===== src/rtl/comp_8bit.sv =====
// Byte-wise run-length compressor: packs runs of equal bytes into 16-bit {run_len, byte} tokens, 16 per 256-bit beat.
// Latency: one byte per cycle after the accept cycle; a beat appears two cycles after its last token is written.
// Backpressure: input ready only in IDLE; SCAN/FLUSH freeze when a token cannot land because the packer is full and the output is held.
module comp_8bit (
  input  logic         axis_aclk,
  input  logic         axis_areset,
  input  logic [255:0] axis_tdata,
  input  logic [31:0]  axis_tkeep,
  input  logic         axis_tlast,
  input  logic         axis_tvalid,
  output logic         axis_tready,
  output logic [255:0] axis_tdata_c2s,
  output logic [31:0]  axis_tkeep_c2s,
  output logic         axis_tlast_c2s,
  output logic         axis_tvalid_c2s,
  input  logic         axis_tready_c2s
);

  typedef enum logic [1:0] {IDLE, SCAN, FLUSH} state_t;

  state_t       state, state_nxt;

  // Latched input beat
  logic [255:0] beat_dat;
  logic [5:0]   nbytes;
  logic         beat_last;
  logic [4:0]   idx;

  // Current run
  logic [7:0]   cur_byte, cur_nxt;
  logic [7:0]   run_cnt, run_nxt;

  // Token packer
  logic [255:0] packer;
  logic [4:0]   tok_cnt;
  logic         flush_req;

  // Per-cycle decisions
  logic [5:0]   keep_cnt;
  logic [7:0]   scan_byte;
  logic         tok_need;
  logic         tok_wr;
  logic         stall;
  logic         flush_set;
  logic         xfer;
  logic [15:0]  tok_dat;
  logic [31:0]  xfer_keep;

  // Input is only taken while idle; held off during reset.
  assign axis_tready = (state == IDLE) && !axis_areset;

  // The packer moves out when full or flushing, provided the output slot is free or draining.
  assign xfer = ((tok_cnt == 5'd16) || flush_req) && (!axis_tvalid_c2s || axis_tready_c2s);

  // Count valid bytes in the incoming beat and build the keep mask for the beat being transferred.
  always_comb begin
    keep_cnt  = '0;
    xfer_keep = '0;
    for (int i = 0; i < 32; i++) begin
      keep_cnt = keep_cnt + 6'(axis_tkeep[i]);
    end
    for (int k = 0; k < 16; k++) begin
      if (5'(k) < tok_cnt) begin
        xfer_keep[2*k +: 2] = 2'b11;
      end
    end
  end

  // Next-state, run tracking and token-write decisions.
  always_comb begin
    state_nxt = state;
    cur_nxt   = cur_byte;
    run_nxt   = run_cnt;
    scan_byte = beat_dat[{idx, 3'b000} +: 8];
    tok_dat   = {run_cnt, cur_byte};
    tok_need  = 1'b0;
    stall     = 1'b0;
    flush_set = 1'b0;
    case (state)
      IDLE: begin
        if (axis_tvalid) begin
          if (keep_cnt != 6'd0) begin
            state_nxt = SCAN;
          end else if (axis_tlast) begin
            state_nxt = FLUSH;
          end
        end
      end
      SCAN: begin
        // A byte that does not extend the current run closes it out as a token.
        tok_need = (run_cnt != 8'd0) && !((scan_byte == cur_byte) && (run_cnt != 8'd255));
        stall    = tok_need && (tok_cnt == 5'd16) && !xfer;
        if (!stall) begin
          if (tok_need || (run_cnt == 8'd0)) begin
            cur_nxt = scan_byte;
            run_nxt = 8'd1;
          end else begin
            run_nxt = run_cnt + 8'd1;
          end
          if ({1'b0, idx} == (nbytes - 6'd1)) begin
            state_nxt = beat_last ? FLUSH : IDLE;
          end
        end
      end
      FLUSH: begin
        if (!flush_req) begin
          // First FLUSH cycle: emit whatever run is pending, then request the final beat.
          tok_need = (run_cnt != 8'd0);
          stall    = tok_need && (tok_cnt == 5'd16) && !xfer;
          if (!stall) begin
            flush_set = 1'b1;
            run_nxt   = 8'd0;
          end
        end else if (xfer) begin
          state_nxt = IDLE;
        end
      end
      default: state_nxt = IDLE;
    endcase
    tok_wr = tok_need && !stall;
  end

  // State, input beat capture, run registers and packer.
  always_ff @(posedge axis_aclk) begin
    if (axis_areset) begin
      state     <= IDLE;
      beat_dat  <= '0;
      nbytes    <= '0;
      beat_last <= 1'b0;
      idx       <= '0;
      cur_byte  <= '0;
      run_cnt   <= '0;
      packer    <= '0;
      tok_cnt   <= '0;
      flush_req <= 1'b0;
    end else begin
      state    <= state_nxt;
      cur_byte <= cur_nxt;
      run_cnt  <= run_nxt;

      if ((state == IDLE) && axis_tvalid) begin
        beat_dat  <= axis_tdata;
        nbytes    <= keep_cnt;
        beat_last <= axis_tlast;
        idx       <= '0;
      end else if ((state == SCAN) && !stall) begin
        idx <= idx + 5'd1;
      end

      // A token written alongside a transfer starts the freshly cleared packer.
      if (xfer) begin
        packer    <= tok_wr ? {240'b0, tok_dat} : 256'b0;
        tok_cnt   <= tok_wr ? 5'd1 : 5'd0;
        flush_req <= flush_set;
      end else begin
        if (tok_wr) begin
          packer[{tok_cnt[3:0], 4'b0000} +: 16] <= tok_dat;
          tok_cnt <= tok_cnt + 5'd1;
        end
        if (flush_set) begin
          flush_req <= 1'b1;
        end
      end
    end
  end

  // Output beat register: loads on transfer, holds while stalled, drops valid once accepted.
  always_ff @(posedge axis_aclk) begin
    if (axis_areset) begin
      axis_tdata_c2s  <= '0;
      axis_tkeep_c2s  <= '0;
      axis_tlast_c2s  <= 1'b0;
      axis_tvalid_c2s <= 1'b0;
    end else if (xfer) begin
      axis_tdata_c2s  <= packer;
      axis_tkeep_c2s  <= xfer_keep;
      axis_tlast_c2s  <= flush_req;
      axis_tvalid_c2s <= 1'b1;
    end else if (axis_tready_c2s) begin
      axis_tvalid_c2s <= 1'b0;
    end
  end

endmodule

===== config.mk =====
export PLATFORM = sky130hd
export DESIGN_NAME = comp_8bit
export DESIGN_NICKNAME = d
export VERILOG_FILES = /design/src/rtl/comp_8bit.sv
export SDC_FILE = /design/constraint.sdc
export NUM_CORES = 1
export LEC_CHECK = 0
export ABC_AREA = 0
export CORE_ASPECT_RATIO = 1.4
export CORE_MARGIN = 2
export CORE_UTILIZATION = 40
export CTS_CLUSTER_SIZE = 30
export DETAILED_ROUTE_END_ITERATION = 12
export PLACE_DENSITY = 0.66
export SLEW_MARGIN = 25
export SYNTH_ARGS = -nofsm -noshare
export SYNTH_HDL_FRONTEND = slang
export SYNTH_SLANG_ARGS = --single-unit

===== constraint.sdc =====
create_clock -name axis_aclk -period 22.4 [get_ports axis_aclk]
set_input_delay 6.72 -clock axis_aclk [delete_from_list [all_inputs] [get_ports axis_aclk]]
set_output_delay 6.72 -clock axis_aclk [all_outputs]
set_load 0.05 [all_outputs]

==> key figures <==
Run status
  • Status: completed

Worst hold path
  • Min-delay worst type: reg2reg

Detailed routing
  • Detail Route Antenna Nets: 0
  • Drt first-iter violations: 1879
  • Via count: 25310
  • Routed wire length: 100.5 mm
  • Avg WL per Cell: 21.12 um
  • DR vias/cell: 5.318
  • Drt drc: 0
  • Pre-Repair DR Iteration Count: 5

Worst setup path
  • Worst Path Required: 15680 ps
  • WP data arrival: 8060 ps
  • Max incr delay on CP: 910 ps
  • Crit-path cells: buf_8, nor2_1, clkdlybuf4s50_1
  • CP max-delay cell: clkdlybuf4s50_1
  • Crit path capture type: primary output
  • CP startpoint kind: primary input
  • Setup CP Type: in2out
  • Crit path max fanout: 66

STA
  • Final Hold Viols: 0
  • Slew @ Worst Pin: 1082 ps
  • FMAX: 67.65 MHz
  • Clk_skew: 22.18 ps
  • Hold WS: 444.5 ps
  • Final Cycle Share: 65.99%
  • TNS Setup: 0 ps
  • RSZ-0062 raised after global routing: no
  • Slew headroom: 27.90%
  • Max-slew violation count: 0
  • Post-route minimum period: 14780 ps
  • Final setup viols: 0

Finish
  • Commonest non-fill, non-tap cell in the layout: dfxtp_1
  • P&R area growth vs syn: 28.83%
  • Most frequent cells in the layout: dfxtp_1 (819), nand2_1 (768), clkdlybuf4s50_1 (582)
  • Layout cells sized above 1: 6.518%
  • Net count, final: 3985

Floorplan
  • Die area: 0.08065 sq mm
  • Starting Density: 40.36%
  • Core area: 0.07767 sq mm
  • Placement row count: 121
  • Horiz. Die Dim: 240.6 um
  • Die Ht: 335.2 um
  • IO Count: 584

Placement
  • Count of input and output buffers: 583
  • Hpwl dp: 69.74 mm
  • Placer Congestion: 0.8045

GRT
  • Antenna violations before repair: 6
  • Overall Global Routing Usage: 24.24%
  • First-pass GRT wire length: 149.4 mm
  • Grt ovf: 0
  • Vias in the first global route: 24390
  • Largest net degree at the start of global routing: 215

Pwr
  • P_int: 2.714 mW
  • P_sw: 1.191 mW
  • Clock network power share: 36.0%
  • Power Density: 96.69 mW/mm^2
  • Comb power frac: 21.6%
  • Leakage: 14.89 nW
  • IR drop worst, VDD: 0.00005930 V
  • Net Sw Frac: 30.49%
  • Sequential fraction of design power: 42.4%

Clock network
  • CTS H-tree depth: 3
  • Cts hold-fix bufs: 0
  • Worst-Skew Late Latency: 640 ps
  • Clock Root Buffer: clkbuf_16
  • Clock-pin slew on the worst setup and hold paths: 60 ps
  • Max Buffers Root-to-Sink: 3
  • TritonCTS buffer count: 80
  • Num Clock Sinks: 822
  • Post-CTS Setup Repair Bufs: 0
  • Post_cts resized: 0
  • CTS tree: built

Yosys
  • Syn Inst Count: 3222
  • Top FF cell, synth: dfxtp_1
  • Top cell type by total area after synthesis: dfxtp_1
  • Seq cells post-synth: 822
  • Synth Net Count: 3557
  • Syn avg cell area: 9.729 sq um
  • Seq/Total Area, Yosys: 52.50%
  • Syn. warnings: 0
  • Synth cell types: 67
  • Post-Syn Area: 0.03135 sq mm
  • Post-synth EDFFs: 0
  • Post-synth ARST share: 0%
  • Yosys top cell area share: 52.50%
  • Area contributors post-synth: dfxtp_1 (52%), nand2_1 (9.2%), a22o_1 (8.3%)

Job
  • Max-Cap Viols: 0
==> per-stage QoR <==
stage                     power [mW]  setup slack, ps  instance area, sq um  instances  utilization [%]
after floorplan                2.277             8238                 31350       3222                -
after global placement         2.530             7605                 37590       4612            48.40
after detailed placement       2.540             7591                 37610       4613            48.43
after CTS                      3.943             7590                 40380       4758            51.99
after global routing           4.086             7560                 40380       4758            52.00
final                          3.905             7618                 40390       4759            52.00
==> synth_stat cells (27+ instances only) <==
master     instances
inv_1             57
nand2b_1          32
o2bb2ai_1         32
mux2i_1          200
clkbuf_1         191
buf_2             28
nand3_1           27
dfxtp_1          822
a21oi_1          278
nor2b_1           28
nor2_1            51
mux4_2            30
nand2_1          768
o22ai_1           70
a22o_1           296
==> cell families (layout without fill, tap and decap cells) <==
group                    after synthesis  count (layout)  synth area share, %
buffers and inverters                328             819                4.598
XOR/XNOR                              18              18               0.5029
AO/OA/AOI/OAI                        807             807                18.48
adder cells (fa/ha/maj)               42              42                2.251
other                                  0               1                    0
multiplexers                         243             243                9.009
AND/OR/NAND/NOR                      962             962                12.66
flip-flops                           822             822                52.50
==> cell type report <==
type	instances	area (sq um)
antenna	1	2.502
clock buffer	120	2404
clock inverter	25	360.3
fill	7136	37280
inverter	57	214.0
multi-input combinational	2072	13490
sequential	822	16460
tap	1045	1308
timing repair buffer	617	6141
==> state kept, by name (all words and copies together) (netlist names) <==
signal / flops
axis_tdata_c2s: 256
nbytes: 6
state: 2
axis_tvalid_c2s: 1
flush_req: 1
cur_byte: 8
axis_tkeep_c2s: 16
run_cnt: 8
tok_cnt: 5
idx: 5
axis_tlast_c2s: 1
beat_last: 1
beat_dat: 256
packer: 256
==> routing by layer <==
| layer | wire length, um | part of all wire (%) | global-route usage [%] | vias to the layer above |
|---|---|---|---|---|
| li1 | - | - | - | 12130 |
| met1 | 40540 | 40 | 29.52 | 12230 |
| met2 | 50360 | 50 | 42.42 | 807 |
| met3 | 6770 | 6.7 | 5.303 | 128 |
| met4 | 2765 | 2.8 | 7.308 | 10 |
| met5 | 61 | 0.061 | 0 | - |
==> path summary, 6_finish.rpt <==
| kind | startpoint | to | slack (ps) | depth (start not counted) |
|---|---|---|---|---|
| max | axis_areset | axis_tready | 7620 | 3 |
| min | packer[84] | axis_tdata_c2s[84] | 440 | 2 |
| min reg2reg | packer[84] | axis_tdata_c2s[84] | 440 | 2 |
| max reg2reg | idx[1] | packer[106] | 17010 | 10 |
==> critical path, delay by kind of cell <==
family                 cells  cell delay, ps
buffers and inverters      2            1090
AND/OR/NAND/NOR            1             230
==> power groups by stage <==
stage | Clock, mW | Combinational [mW] | Sequential [mW]
4_1_cts | 1.43 | 0.856 | 1.65
3_3_place_gp | 0 | 0.847 | 1.68
5_1_grt | 1.49 | 0.927 | 1.67
2_1_floorplan | 0 | 0.616 | 1.66
6_report | 1.41 | 0.845 | 1.65
3_5_place_dp | 0 | 0.854 | 1.69
Power figures use the tool's default switching activity.
